$ cat config.mk
export PLATFORM = sky130hd
export DESIGN_NAME = snes_coleco_ctrl
export DESIGN_NICKNAME = d
export VERILOG_FILES = /design/src/rtl/coleco_ctrl_pkg.sv /design/src/rtl/snes_pad_reader.sv /design/src/rtl/snes_coleco_ctrl.sv
export SDC_FILE = /design/constraint.sdc
export NUM_CORES = 1
export LEC_CHECK = 0
export CORE_MARGIN = 2
export CORE_UTILIZATION = 45
export CTS_BUF_LIST = sky130_fd_sc_hd__clkbuf_8
export DETAILED_ROUTE_END_ITERATION = 10
export DONT_BUFFER_PORTS = 1
export GPL_ROUTABILITY_DRIVEN = 0
export PLACE_DENSITY = 0.7
export SETUP_SLACK_MARGIN = 0.02
export SYNTH_ARGS = -nofsm -noshare
export SYNTH_HDL_FRONTEND = slang
export SYNTH_SLANG_ARGS = --single-unit
$ cat constraint.sdc
create_clock -name clk -period 3.88 [get_ports clk]
set_input_delay 0.582 -clock clk [delete_from_list [all_inputs] [get_ports clk]]
set_output_delay 0.582 -clock clk [all_outputs]
set_load 0.01 [all_outputs]
$ cat src/rtl/coleco_ctrl_pkg.sv
// -----------------------------------------------------------------------------
// coleco_ctrl_pkg
// Shared definitions for the SNES-pad to ColecoVision controller front-end:
//   - bit positions of the 12 buttons in the active-high button vector
//     (this is also the SNES serial shift order)
//   - keypad codes presented on P3..P0 in keypad mode (active low)
//   - pad reader FSM state encoding
//   - keypad priority encoder
// -----------------------------------------------------------------------------
package coleco_ctrl_pkg;

   localparam int unsigned NUM_BTN   = 12;
   localparam int unsigned NUM_BITS  = 16;   // 12 buttons + 4 ID bits

   localparam int unsigned BTN_B      = 0;
   localparam int unsigned BTN_Y      = 1;
   localparam int unsigned BTN_SELECT = 2;
   localparam int unsigned BTN_START  = 3;
   localparam int unsigned BTN_UP     = 4;
   localparam int unsigned BTN_DOWN   = 5;
   localparam int unsigned BTN_LEFT   = 6;
   localparam int unsigned BTN_RIGHT  = 7;
   localparam int unsigned BTN_A      = 8;
   localparam int unsigned BTN_X      = 9;
   localparam int unsigned BTN_L      = 10;
   localparam int unsigned BTN_R      = 11;

   localparam logic [3:0] KP_NONE = 4'hF;
   localparam logic [3:0] KP_1    = 4'hD;
   localparam logic [3:0] KP_2    = 4'h7;
   localparam logic [3:0] KP_3    = 4'hC;
   localparam logic [3:0] KP_STAR = 4'h9;
   localparam logic [3:0] KP_HASH = 4'h6;

   typedef enum logic [1:0] {
      ST_IDLE  = 2'd0,
      ST_LATCH = 2'd1,
      ST_SHIFT = 2'd2,
      ST_DONE  = 2'd3
   } pad_state_e;

   // Only one keypad key can be shown at a time; the highest-priority
   // pressed source button wins.
   function automatic logic [3:0] kp_encode(input logic [NUM_BTN-1:0] btn);
      if (btn[BTN_SELECT])     return KP_STAR;
      else if (btn[BTN_START]) return KP_HASH;
      else if (btn[BTN_X])     return KP_1;
      else if (btn[BTN_L])     return KP_2;
      else if (btn[BTN_R])     return KP_3;
      else                     return KP_NONE;
   endfunction

endpackage

$ cat src/rtl/snes_pad_reader.sv
// -----------------------------------------------------------------------------
// snes_pad_reader
// Periodically polls an SNES serial gamepad and holds the last committed
// snapshot of its 12 buttons.
//   i_clk          system clock
//   i_rst          synchronous, active-high reset
//   o_snes_latch   pad latch, active high
//   o_snes_clk     pad shift clock, idles high
//   i_snes_data    pad serial data, active low
//   o_buttons      committed snapshot, active high (bit order from package)
//   o_snap_valid   one-clk pulse coincident with a new snapshot on o_buttons
// -----------------------------------------------------------------------------
module snes_pad_reader
   import coleco_ctrl_pkg::*;
#(
   parameter int unsigned LATCH_CYC = 43,
   parameter int unsigned HALF_CYC  = 21,
   parameter int unsigned POLL_CYC  = 59659
) (
   input  logic               i_clk,
   input  logic               i_rst,
   output logic               o_snes_latch,
   output logic               o_snes_clk,
   input  logic               i_snes_data,
   output logic [NUM_BTN-1:0] o_buttons,
   output logic               o_snap_valid
);

   localparam int unsigned POLL_W = ($clog2(POLL_CYC) > 0) ? $clog2(POLL_CYC) : 1;
   localparam int unsigned PH_MAX = (LATCH_CYC > 2 * HALF_CYC) ? LATCH_CYC : 2 * HALF_CYC;
   localparam int unsigned PH_W   = ($clog2(PH_MAX) > 0) ? $clog2(PH_MAX) : 1;

   pad_state_e          r_state,   w_state_nxt;
   logic [POLL_W-1:0]   r_poll;
   logic [PH_W-1:0]     r_ph,      w_ph_nxt;
   logic [3:0]          r_bit,     w_bit_nxt;
   logic                r_latch,   w_latch_nxt;
   logic                r_sclk,    w_sclk_nxt;
   logic [NUM_BITS-1:0] r_shift,   w_shift_nxt;
   logic [NUM_BTN-1:0]  r_buttons, w_buttons_nxt;
   logic                r_valid,   w_valid_nxt;
   logic                w_poll_wrap;

   // The poll counter runs freely through the whole poll, so the period is
   // measured start-to-start regardless of how long a poll takes.
   assign w_poll_wrap = (r_poll == POLL_W'(POLL_CYC - 1));

   always_comb begin
      // NOTE: every signal gets a default before the case so no path leaves
      // it unassigned; otherwise synthesis infers a latch.
      w_state_nxt   = r_state;
      w_ph_nxt      = r_ph;
      w_bit_nxt     = r_bit;
      w_latch_nxt   = r_latch;
      w_sclk_nxt    = r_sclk;
      w_shift_nxt   = r_shift;
      w_buttons_nxt = r_buttons;
      w_valid_nxt   = 1'b0;

      case (r_state)
         ST_IDLE: begin
            if (w_poll_wrap) begin
               w_state_nxt = ST_LATCH;
               w_latch_nxt = 1'b1;
               w_ph_nxt    = '0;
            end
         end

         ST_LATCH: begin
            if (r_ph == PH_W'(LATCH_CYC - 1)) begin
               w_state_nxt = ST_SHIFT;
               w_latch_nxt = 1'b0;
               w_ph_nxt    = '0;
               w_bit_nxt   = '0;
            end else begin
               w_ph_nxt = r_ph + PH_W'(1);
            end
         end

         // One bit = HALF_CYC high (sample on its last cycle) + HALF_CYC low.
         // The rising edge ending the low half starts the next bit's high half.
         ST_SHIFT: begin
            w_ph_nxt = r_ph + PH_W'(1);
            if (r_ph == PH_W'(HALF_CYC - 1)) begin
               w_shift_nxt[r_bit] = i_snes_data;
               w_sclk_nxt         = 1'b0;
            end else if (r_ph == PH_W'(2 * HALF_CYC - 1)) begin
               w_sclk_nxt = 1'b1;
               w_ph_nxt   = '0;
               w_bit_nxt  = r_bit + 4'd1;
               if (r_bit == 4'd15) begin
                  w_state_nxt = ST_DONE;
               end
            end
         end

         ST_DONE: begin
            // All-zero data (including the ID bits, which a real pad drives
            // high) means nothing is driving the line: report all released.
            w_buttons_nxt = (r_shift == '0) ? '0 : ~r_shift[NUM_BTN-1:0];
            w_valid_nxt   = 1'b1;
            w_state_nxt   = ST_IDLE;
         end

         default: w_state_nxt = ST_IDLE;
      endcase
   end

   // NOTE: state updates use non-blocking assignments so every register
   // samples the pre-edge values; the comb block above uses blocking ones.
   always_ff @(posedge i_clk) begin
      if (i_rst) begin
         r_state   <= ST_IDLE;
         r_poll    <= '0;
         r_ph      <= '0;
         r_bit     <= '0;
         r_latch   <= 1'b0;
         r_sclk    <= 1'b1;
         // NOTE: the shift register is reset too, so a poll cut short by
         // rst can never leak partial bits into a later snapshot.
         r_shift   <= '0;
         r_buttons <= '0;
         r_valid   <= 1'b0;
      end else begin
         r_state   <= w_state_nxt;
         r_poll    <= w_poll_wrap ? '0 : r_poll + POLL_W'(1);
         r_ph      <= w_ph_nxt;
         r_bit     <= w_bit_nxt;
         r_latch   <= w_latch_nxt;
         r_sclk    <= w_sclk_nxt;
         r_shift   <= w_shift_nxt;
         r_buttons <= w_buttons_nxt;
         r_valid   <= w_valid_nxt;
      end
   end

   assign o_snes_latch = r_latch;
   assign o_snes_clk   = r_sclk;
   assign o_buttons    = r_buttons;
   assign o_snap_valid = r_valid;

endmodule

$ cat src/rtl/snes_coleco_ctrl.sv
// -----------------------------------------------------------------------------
// snes_coleco_ctrl
// One player's controller front-end: polls an SNES pad and drives the six
// active-low ColecoVision controller pins according to the glue's strobes.
//   clk            system clock (glue domain)
//   rst            synchronous, active-high reset
//   snes_latch     pad latch, active high
//   snes_clk       pad shift clock, idles high
//   snes_data      pad serial data, active low
//   strobe_fire_n  C1P7 strobe, low selects joystick pattern
//   strobe_arm_n   C1P4 strobe, low selects keypad pattern
//   pins_n         {P6,P5,P3,P2,P1,P0}, active low, registered
//   snap_valid     one-clk pulse when a new snapshot is committed
// Build option: define SNES_COLECO_TURBO_FIRE_EN to make Y an auto-repeat
// left fire that toggles every TURBO_POLLS snapshots.
// -----------------------------------------------------------------------------
module snes_coleco_ctrl
   import coleco_ctrl_pkg::*;
#(
   parameter int unsigned LATCH_CYC   = 43,
   parameter int unsigned HALF_CYC    = 21,
   parameter int unsigned POLL_CYC    = 59659
`ifdef SNES_COLECO_TURBO_FIRE_EN
   ,
   parameter int unsigned TURBO_POLLS = 4
`endif
) (
   input  logic       clk,
   input  logic       rst,
   output logic       snes_latch,
   output logic       snes_clk,
   input  logic       snes_data,
   input  logic       strobe_fire_n,
   input  logic       strobe_arm_n,
   output logic [5:0] pins_n,
   output logic       snap_valid
);

   logic [NUM_BTN-1:0] w_buttons;
   logic               w_snap_valid;
   logic               w_turbo_fire;
   logic               w_fire_left;
   logic [5:0]         w_joy_n;
   logic [5:0]         w_kp_n;
   logic [5:0]         w_pins_nxt;
   logic [5:0]         r_pins;

   snes_pad_reader #(
      .LATCH_CYC (LATCH_CYC),
      .HALF_CYC  (HALF_CYC),
      .POLL_CYC  (POLL_CYC)
   ) u_reader (
      .i_clk        (clk),
      .i_rst        (rst),
      .o_snes_latch (snes_latch),
      .o_snes_clk   (snes_clk),
      .i_snes_data  (snes_data),
      .o_buttons    (w_buttons),
      .o_snap_valid (w_snap_valid)
   );

`ifdef SNES_COLECO_TURBO_FIRE_EN
   localparam int unsigned TP_W = (TURBO_POLLS > 1) ? $clog2(TURBO_POLLS) : 1;

   logic [TP_W-1:0] r_turbo_cnt;
   logic            r_turbo_phase;

   // Advances once per committed snapshot while Y is held; the first
   // snapshot with Y pressed always fires.
   always_ff @(posedge clk) begin
      if (rst) begin
         r_turbo_cnt   <= '0;
         r_turbo_phase <= 1'b0;
      end else if (w_snap_valid) begin
         if (w_buttons[BTN_Y]) begin
            if (r_turbo_cnt == TP_W'(TURBO_POLLS - 1)) begin
               r_turbo_cnt   <= '0;
               r_turbo_phase <= ~r_turbo_phase;
            end else begin
               r_turbo_cnt <= r_turbo_cnt + TP_W'(1);
            end
         end else begin
            r_turbo_cnt   <= '0;
            r_turbo_phase <= 1'b0;
         end
      end
   end

   assign w_turbo_fire = w_buttons[BTN_Y] & ~r_turbo_phase;
`else
   logic w_unused_y;
   assign w_unused_y   = w_buttons[BTN_Y];
   assign w_turbo_fire = 1'b0;
`endif

   assign w_fire_left = w_buttons[BTN_B] | w_turbo_fire;

   assign w_joy_n = {~w_fire_left, 1'b1,
                     ~w_buttons[BTN_LEFT], ~w_buttons[BTN_DOWN],
                     ~w_buttons[BTN_RIGHT], ~w_buttons[BTN_UP]};
   assign w_kp_n  = {~w_buttons[BTN_A], 1'b1, kp_encode(w_buttons)};

   // Both strobes low models the wired-low bus: either pattern pulls a pin low.
   always_comb begin
      w_pins_nxt = 6'h3F;
      case ({strobe_fire_n, strobe_arm_n})
         2'b01:   w_pins_nxt = w_joy_n;
         2'b10:   w_pins_nxt = w_kp_n;
         2'b00:   w_pins_nxt = w_joy_n & w_kp_n;
         default: w_pins_nxt = 6'h3F;
      endcase
   end

   always_ff @(posedge clk) begin
      if (rst) begin
         r_pins <= 6'h3F;
      end else begin
         r_pins <= w_pins_nxt;
      end
   end

   assign pins_n     = r_pins;
   assign snap_valid = w_snap_valid;

endmodule

==> results.toml <==
[global_route]
overflow = 0
grt.busiest_layer = "met2"
grt_use_total_pct = 18.84
use_met2_pct = 30.33
antenna_found_initial = 0
met3_usage_pct = 6.351
grt_pass1_vias = 2323
use_met1_pct = 23.79
grt_max_degree = 42
grt_pass1_wl_mm = 11.08

[die]
rows = 30
core_um2 = 6719
fp.dieW_um = 86.86
dieArea_um2 = 7544
dieHeight_um = 86.86
floorplan.initialDensity_pct = 45.98
pin_count = 14

[timing]
fmax_mhz = 501.4
slew_headroom_pct = 32.65
fin_skew_ps = 6.468
period_share_pct = 51.40
setup_slack_ps = 1886
drv_slew = 0
holdWs_ps = 321.1
tightestPinTransition_ps = 1008
grt_setup_unrepaired = "no"
fin_crit_ps = 1994
setup_viol = 0
final.setup.tns_ps = 0
hold_viol = 0

[routing]
drt_pass1_iterations = 4
drtIter0Drc = 161
drc = 0
vias = 2441
ant_nets = 0
viasPerCell = 5.771
wl_mm = 6.556
wl_per_cell_um = 15.50

[final_layout]
final_common_cell = "dfxtp_1"
multi_input_area_um2 = 1682
final.fill_count = 633
final_area_um2 = 3359
seqCellArea_um2 = 1261
antennaDiodeCount = 0
syn_to_final_growth_pct = 8.748
drive_gt1_share_pct = 7.289
final_cell_mix = "dfxtp_1, nor2_1, nand4_1"
final_util_pct = 50.00
finalNetCount = 357

[setup_path]
crit_arrival_ps = 2220
crit_fanout = 17
critical_path_class = "reg -> reg"
cp-end-kind = "flip-flop"
start_kind = "flip-flop"
rrSetupSlack_ps = 1890
critPathRequiredTime_ps = 4100

[clock_tree]
htree_levels = 3
clk_pin_slew_ps = 70
postCtsResizedCells = 0
cts_buffer_depth = 2
cts-root-buf = "clkbuf_8"
worstSkewPairLatency_ps = 340
numCtsBuffers = 9
cts_tree = "done"
clkSinkCount = 63
postCtsSetupRepairBufs = 0
cts_hold_buf = 0

[synth]
ys_types = 53
synthCells = 344
ys_seq_area_share_pct = 40.83
ys.flop_type = "dfxtp_1"
ys_seq_elements = 63
syn_area_um2 = 3089
avgSynthCellArea_um2 = 8.980
synth_top_area_share_pct = 40.83
synth_warnings = 0
async_reset_ff_share_pct = 0
netlist_top_cells_area = "dfxtp_1, nor2_1, ha_1"
syn_nets = 363
synth.largest_area_cell = "dfxtp_1"
synth_enable_flop_cells = 0

[pwr]
switchingPower_uw = 269.3
switching_share_pct = 19.69
p_comb_share_pct = 1.2
p_int_uw = 1098
clkPwrFrac_pct = 50.9
p_seq_share_pct = 47.9
leakagePower_uw = 0.001286
p_per_area_nw_per_um2 = 407.1
ir_drop_mv = 0.3417

[placement]
dp_hpwl_mm = 4.396
dpl_cell_area_um2 = 3114
dp_slack_ps = 1922
io_buffers = 0

[worst_hold_path]
hp-class = "in -> reg"

[run_status]
status = "complete, no violations"

[job]
maxCapViolCount = 0
==> layout make-up <==
cell class | count | share of cell area (%)
Clock buffer | 10 | 4.097
Inverter | 19 | 2.123
Multi-Input combinational cell | 245 | 50.06
Clock inverter | 6 | 3.203
Tap cell | 80 | 2.980
Sequential cell | 63 | 37.54
==> synth_stat cells, types with 8 or more instances <==
cell type and n:
nor2_1 48, or3_1 8, mux2i_1 17, nand2_1 17, inv_1 19, nand3_1 12
clkbuf_1 10, ha_1 14, dfxtp_1 63, a2bb2oi_1 11, nand4_1 25, a21oi_1 8
==> metrics by stage <==
step | instances | power [uW]
after floorplan | 344 | 688.7
after global placement | 407 | 685.3
after detailed placement | 407 | 685.8
after CTS | 423 | 1389
after global routing | 423 | 1420
final | 423 | 1368
==> kinds of logic after synthesis <==
group	after synthesis	share of synthesized area [%]
simple gates	148	25.84
flops	63	40.83
compound gates	53	13.81
buf+inv	36	4.739
mux	18	5.873
fa+ha+maj	14	5.670
xor+xnor	11	3.119
other cells	1	0.1214
==> layer usage <==
layer,part of all wire [%],vias to the layer above
li1,-,1222
met1,47,1158
met2,48,49
met3,3.7,12
met4,1.2,0
met5,0,-
==> worst max-delay path: stages (launching register included) <==
cell     delay (ps)
dfxtp_1         340
inv_1            90
ha_1            360
and4b_1         580
nand4_1         230
mux2i_1         220
nor2_1           60
==> power groups by stage <==
stage | Clock [uW] | Combinational [uW] | Sequential [uW]
floorplan | 0 | 20.6 | 668
global placement | 0 | 16.3 | 669
detailed placement | 0 | 16.5 | 669
CTS | 717 | 17.0 | 655
global route | 747 | 18.8 | 655
finish | 696 | 16.6 | 655
==> state kept, by name, indices dropped and copies added (netlist names) <==
register,cells
u_reader.r_shift,16
u_reader.r_ph,6
u_reader.o_buttons,11
u_reader.o_snap_valid,1
pins_n,5
u_reader.o_snes_latch,1
u_reader.r_bit,4
u_reader.r_state,2
u_reader.o_snes_clk,1
u_reader.r_poll,16
==> final timing paths <==
path                                           from               endpoint  cells past startpoint
worst min register to register   u_reader.r_poll[0]     u_reader.r_poll[0]                      1
worst max-delay path            u_reader.r_state[0]    u_reader.r_shift[6]                      6
worst min-delay path                            rst  u_reader.o_snes_latch                      1
worst max register to register  u_reader.r_state[0]    u_reader.r_shift[6]                      6
Note: power is estimated with default switching activity, not from simulation.
